$ cat config.mk
export PLATFORM = sky130hd
export DESIGN_NAME = synth_voice_engine
export DESIGN_NICKNAME = d
export VERILOG_FILES = /design/src/rtl/synth_voice_engine.sv
export SDC_FILE = /design/constraint.sdc
export NUM_CORES = 1
export LEC_CHECK = 0
export ABC_AREA = 0
export BUFFER_PORTS_ARGS = -buffer_cell sky130_fd_sc_hd__buf_2
export CORE_ASPECT_RATIO = 1.2
export CORE_MARGIN = 2
export CORE_UTILIZATION = 30
export CTS_BUF_LIST = sky130_fd_sc_hd__clkbuf_2
export DETAILED_ROUTE_END_ITERATION = 12
export PLACE_DENSITY_LB_ADDON = 0.1
export SYNTH_ARGS = -nofsm -noshare
export SYNTH_HDL_FRONTEND = slang
export SYNTH_SLANG_ARGS = --single-unit
$ cat constraint.sdc
create_clock -name ctl_clk -period 18.7 [get_ports ctl_clk]
set_input_delay 3.74 -clock ctl_clk [delete_from_list [all_inputs] [get_ports ctl_clk]]
set_output_delay 3.74 -clock ctl_clk [all_outputs]
set_load 0.02 [all_outputs]
$ cat src/rtl/synth_voice_engine.sv
// synth_voice_engine
//   Time-multiplexed N-voice oscillator and mixer. One shared phase / wave /
//   multiply datapath serves NUM_UNITS voices, one voice per ctl_clk cycle, and
//   produces one saturated signed sample per audio frame.
//
//   Optional feature macro: SYNTH_NOISE_EN
//     defined   -> wave_type 3 selects a shared 16-bit Galois LFSR noise source
//     undefined -> no LFSR logic; wave_type 3 yields a zero sample (phase still advances)
//
// Ports
//   ctl_clk    in   system clock
//   ctl_rst    in   asynchronous reset, active-high
//   aud_freq   in   sample-rate tick; a rising edge starts a frame
//   freq_in    in   per-voice frequency words (voice i at [FREQ_WIDTH*i +: FREQ_WIDTH])
//   amp_in     in   per-voice unsigned amplitudes, same packing
//   wave_type  in   per-voice 2-bit wave select (0 square, 1 saw, 2 triangle, 3 noise)
//   wave_out   out  registered signed mixed sample
//   wave_valid out  one-cycle pulse when wave_out updates
//   busy       out  high while a frame is in progress
//   overrun    out  sticky flag: an aud_freq edge arrived while busy
//   state_dbg  out  current FSM state (0 idle, 1 run, 2 done)
//
// Handshake: wave_valid is a single-cycle strobe with no ready; the consumer must
// capture wave_out in the cycle wave_valid is high. aud_freq edges that arrive while
// busy are dropped and recorded in overrun.
module synth_voice_engine #(
    parameter int BITWIDTH    = 24,
    parameter int FIXED_POINT = 8,
    parameter int NUM_UNITS   = 4,
    parameter int FREQ_WIDTH  = 16,
    parameter int AMP_WIDTH   = 16,
    parameter int PHASE_WIDTH = 24,
    parameter int PHASE_STEP  = 350
) (
    input  logic                            ctl_clk,
    input  logic                            ctl_rst,
    input  logic                            aud_freq,
    input  logic [FREQ_WIDTH*NUM_UNITS-1:0] freq_in,
    input  logic [AMP_WIDTH*NUM_UNITS-1:0]  amp_in,
    input  logic [2*NUM_UNITS-1:0]          wave_type,
    output logic signed [BITWIDTH-1:0]      wave_out,
    output logic                            wave_valid,
    output logic                            busy,
    output logic                            overrun,
    output logic [1:0]                      state_dbg
);

    localparam int CH_W   = (NUM_UNITS > 1) ? $clog2(NUM_UNITS) : 1;
    localparam int ACC_W  = 16 + AMP_WIDTH + 1 - FIXED_POINT + $clog2(NUM_UNITS) + 1;
    localparam int PROD_W = 16 + AMP_WIDTH + 1;
    localparam int CMP_W  = (ACC_W > BITWIDTH) ? ACC_W : BITWIDTH;

    typedef enum logic [1:0] {
        S_IDLE = 2'd0,
        S_RUN  = 2'd1,
        S_DONE = 2'd2
    } state_t;

    state_t state, state_n;

    logic                    aud_q;
    logic                    rise;
    logic                    start;
    logic                    done;
    logic                    last_ch;
    logic [CH_W-1:0]         ch;
    logic signed [ACC_W-1:0] acc;
    logic [PHASE_WIDTH-1:0]  phase [NUM_UNITS];

    // Frame snapshot of the voice controls, taken when a frame starts.
    logic [FREQ_WIDTH-1:0]   snap_freq [NUM_UNITS];
    logic [AMP_WIDTH-1:0]    snap_amp  [NUM_UNITS];
    logic [1:0]              snap_wave [NUM_UNITS];

    logic [PHASE_WIDTH-1:0]  p;
    logic [PHASE_WIDTH-1:0]  inc;
    logic [15:0]             tri_t;
    logic signed [15:0]      raw;
    logic signed [AMP_WIDTH:0] amp_s;
    logic signed [PROD_W-1:0]  prod;
    logic signed [PROD_W-1:0]  scaled;
    logic signed [CMP_W-1:0]   acc_ext;
    logic signed [CMP_W-1:0]   sat_max;
    logic signed [CMP_W-1:0]   sat_min;
    logic signed [BITWIDTH-1:0] sat_val;

    assign rise    = aud_freq & ~aud_q;
    assign last_ch = (ch == CH_W'(NUM_UNITS - 1));

    // ---------------- FSM: state register ----------------
    always_ff @(posedge ctl_clk or posedge ctl_rst) begin
        if (ctl_rst) state <= S_IDLE;
        else         state <= state_n;
    end

    // ---------------- FSM: next state ----------------
    always_comb begin
        state_n = state;
        case (state)
            S_IDLE:  if (rise) state_n = S_RUN;
            S_RUN:   if (last_ch) state_n = S_DONE;
            S_DONE:  state_n = S_IDLE;
            default: state_n = S_IDLE;
        endcase
    end

    // ---------------- FSM: outputs ----------------
    always_comb begin
        busy      = (state != S_IDLE);
        start     = (state == S_IDLE) && rise;
        done      = (state == S_DONE);
        state_dbg = state;
    end

    // ---------------- Snapshot ----------------
    always_ff @(posedge ctl_clk) begin
        if (start) begin
            for (int i = 0; i < NUM_UNITS; i++) begin
                snap_freq[i] <= freq_in[FREQ_WIDTH*i +: FREQ_WIDTH];
                snap_amp[i]  <= amp_in[AMP_WIDTH*i +: AMP_WIDTH];
                snap_wave[i] <= wave_type[2*i +: 2];
            end
        end
    end

`ifdef SYNTH_NOISE_EN
    logic [15:0] lfsr;

    // Galois LFSR, x^16+x^14+x^13+x^11; advances once per completed frame so
    // every noise voice in one frame sees the same value.
    always_ff @(posedge ctl_clk or posedge ctl_rst) begin
        if (ctl_rst)   lfsr <= 16'hACE1;
        else if (done) lfsr <= (lfsr >> 1) ^ (lfsr[0] ? 16'hB400 : 16'h0000);
    end
`endif

    // ---------------- Shared voice datapath ----------------
    always_comb begin
        p     = phase[ch];
        inc   = PHASE_WIDTH'(snap_freq[ch]) * PHASE_WIDTH'(PHASE_STEP);
        tri_t = p[PHASE_WIDTH-2 -: 16];
        if (p[PHASE_WIDTH-1]) tri_t = ~tri_t;
        raw = '0;
        case (snap_wave[ch])
            2'd0:    raw = p[PHASE_WIDTH-1] ? 16'sh8000 : 16'sh7FFF;
            2'd1:    raw = $signed(p[PHASE_WIDTH-1 -: 16] ^ 16'h8000);
            2'd2:    raw = $signed(tri_t ^ 16'h8000);
`ifdef SYNTH_NOISE_EN
            default: raw = $signed(lfsr);
`else
            default: raw = '0;
`endif
        endcase
        amp_s  = $signed({1'b0, snap_amp[ch]});
        prod   = raw * amp_s;
        scaled = prod >>> FIXED_POINT;
    end

    // ---------------- Output saturation ----------------
    always_comb begin
        acc_ext = CMP_W'(acc);
        sat_max = CMP_W'($signed({1'b0, {(BITWIDTH-1){1'b1}}}));
        sat_min = CMP_W'($signed({1'b1, {(BITWIDTH-1){1'b0}}}));
        if (acc_ext > sat_max)      sat_val = {1'b0, {(BITWIDTH-1){1'b1}}};
        else if (acc_ext < sat_min) sat_val = {1'b1, {(BITWIDTH-1){1'b0}}};
        else                        sat_val = acc_ext[BITWIDTH-1:0];
    end

    // ---------------- Sequential datapath ----------------
    always_ff @(posedge ctl_clk or posedge ctl_rst) begin
        if (ctl_rst) begin
            aud_q      <= 1'b0;
            acc        <= '0;
            ch         <= '0;
            wave_out   <= '0;
            wave_valid <= 1'b0;
            overrun    <= 1'b0;
            for (int i = 0; i < NUM_UNITS; i++) phase[i] <= '0;
        end else begin
            aud_q      <= aud_freq;
            wave_valid <= done;
            if (rise && busy) overrun <= 1'b1;
            if (start) begin
                acc <= '0;
                ch  <= '0;
            end
            if (state == S_RUN) begin
                acc       <= acc + ACC_W'(scaled);
                phase[ch] <= p + inc;
                ch        <= ch + 1'b1;
            end
            if (done) wave_out <= sat_val;
        end
    end

endmodule

==> out/qor.yml <==
global_routing:
  antenna_found_initial: 7
  grt_pass1_vias: 19200
  grt_max_degree: 83
  grt_pass1_wl_um: 105000
  grt_util_all_layers_pct: 16.1
  grt_overflow: 0
place:
  gp_congestion: 0.876
  hpwl_um: 52600
  port-buffer-count: 167
logic_synthesis:
  syn_inst: 2415
  ys_seq_elements: 287
  synthesis.nets: 3040
  synth_area_per_cell_um2: 10.3
  synth_top_area_share_pct: 19.9
  ys_types: 69
  async_flop_share_pct: 52.6
  synth_warnings: 0
  synth_edf_count: 136
  synth.area.top_cells: "fa_1 (20%), edfxtp_1 (16%), dfrtp_1 (15%), ha_1 (12%), inv_1 (5.6%)"
  synth_ff_type: "dfrtp_1"
  netlist_area_um2: 24800
  yosys.area.top_type: "fa_1"
  ys_seq_area_share_pct: 31.7
detailed_routing:
  vias: 17700
  post-route-drc-count: 0
  dr.pass1.iters: 5
  initialDrtViolationCount: 646
  drtAntennaViolNets: 0
  wl_um: 66900
  viasPerCell: 4.72
  wl_per_cell_um: 17.9
clock_tree:
  post_cts_buffers: 0
  cts.sinks: 287
  clkLatencyLatePin_ps: 1070
  h-tree-depth: 3
  cts_inserted_buffers: 81
  path_clk_slew_ps: 80
  cts_tree: "done"
  cts_resized: 0
  cts_root_buffer: "clkbuf_2"
  cts_hold_buffers: 0
  clockBufferDepth: 3
sta:
  final-max-slew-violation-count: 0
  worstMarginPinSlew_ps: 1220
  period_minus_slack_ps: 11620
  hold_viol_final: 0
  period_share_pct: 62.2
  final.setup.tns_ps: 0
  fmax_mhz: 86.0
  fin_skew_ps: 99.0
  final-setup-viol-count: 0
  rsz0062_at_grt: "false"
  timing.slew.headroom_pct: 18.2
  whs_ps: 470
flow_run:
  maxCapViolations: 0
setup_path:
  critPathMostFrequentCell: "fa_1"
  end_kind: "flop"
  path_class: "flop to flop"
  cp_data_required_time_ps: 19650
  slowest_delay_ps: 980
  worstPathArrival_ps: 12570
  cp_slowest_cell: "dfrtp_4"
  cp_max_fo: 56
  start_kind: "flop"
die:
  ios: 168
  start_util_pct: 30.3
  fp.dieArea_um2: 85100
  core_area_um2: 82000
  die_y_um: 319
  die_w_um: 267
  core.rowCount: 115
final_layout:
  drive_above_1_share_pct: 15.4
  nets: 3244
  mostFrequentLayoutCells: "inv_1 (369), nand2_1 (326), fa_1 (247)"
  utilization_pct: 33.8
  areaGrowthSynthToFinish_pct: 11.5
  layout_commonest_cell: "inv_1"
worst_hold_path:
  hold_class: "flop to flop"
run_status:
  status: "completed"
==> critical path: cells and delay by family (launching register included) <==
kind / cells / cell delay [ps]
AO/OA/AOI/OAI: 17 / 4240
XOR/XNOR: 1 / 120
buffers and inverters: 6 / 1640
flip-flops: 1 / 980
AND/OR/NAND/NOR: 7 / 1120
adder cells (fa/ha/maj): 8 / 3400
==> Yosys cell counts (9+ instances only) <==
library cell	count
mux2_2	20
nand3_1	13
o21bai_1	17
nand2b_1	22
nor2b_1	24
a21o_1	39
nand2_1	328
xor2_1	37
o21a_1	29
mux4_2	44
xnor2_1	53
o21ai_0	165
o22ai_1	13
nor2_1	159
inv_1	370
a21oi_1	66
a211oi_1	9
dfrtp_1	151
clkbuf_1	57
edfxtp_1	136
and2_1	18
mux2i_1	16
nor3_1	13
fa_1	247
ha_1	239
o21ai_1	24
==> flip-flops by register name, indices dropped and copies added, names as in the netlist, 2 cells and up <==
name	cells
phase	92
snap_amp	64
snap_freq	64
acc	28
wave_out	24
snap_wave	8
ch	2
state_dbg	2
==> worst paths after layout <==
| kind | from | cells past startpoint | slack, ps | to |
|---|---|---|---|---|
| max in group asynchronous | ctl_rst | 3 | 14300 | ch[0]$_DFFE_PP0P_ |
| max reg2reg | ch[0]$_DFFE_PP0P_ | 39 | 7080 | acc[27]$_DFFE_PP0P_ |
| min | wave_out[22]$_DFFE_PP0P_ | 2 | 470 | wave_out[22]$_DFFE_PP0P_ |
| max | ch[0]$_DFFE_PP0P_ | 39 | 7080 | acc[27]$_DFFE_PP0P_ |
| min reg2reg | wave_out[22]$_DFFE_PP0P_ | 2 | 470 | wave_out[22]$_DFFE_PP0P_ |
| min in group asynchronous | ctl_rst | 2 | 2840 | acc[17]$_DFFE_PP0P_ |
==> cells by family after synthesis <==
kind of cell    share of synthesized area (%)
flops                                    31.7
buf+inv                                  6.79
compound gates                           10.1
simple gates                             10.7
xor+xnor                                 3.24
fa+ha+maj                                32.0
mux                                      5.54
==> per-stage QoR <==
stage               cell area [um^2]  setup WS, ps  instances
finish                         27700          7080       3737
floorplan                      24800          8430       2415
CTS                            27700          6960       3734
global placement               26900          7280       3589
detailed placement             26900          7030       3589
global route                   27700          6130       3737
==> metal layers <==
layer	GRT usage (%)	vias up	part of all wire, %
met5	0	-	0.016
met4	7.24	2	4.3
met3	2.27	149	2.8
met2	31.4	301	56
met1	16.7	8770	37
li1	-	8431	-
==> area by class of cell <==
type,count,area (um^2)
clock inverters,22,141
repair buffers,193,1030
diodes,3,7.51
clock buffers,123,616
well taps,1053,1320
inverters,371,1400
multi-input cells,1685,15300
flip-flops and latches,287,7870
fillers,8485,54300
Power is not shown: default switching activity piles up to over one toggle a cycle in this logic, so the estimate is an artifact.
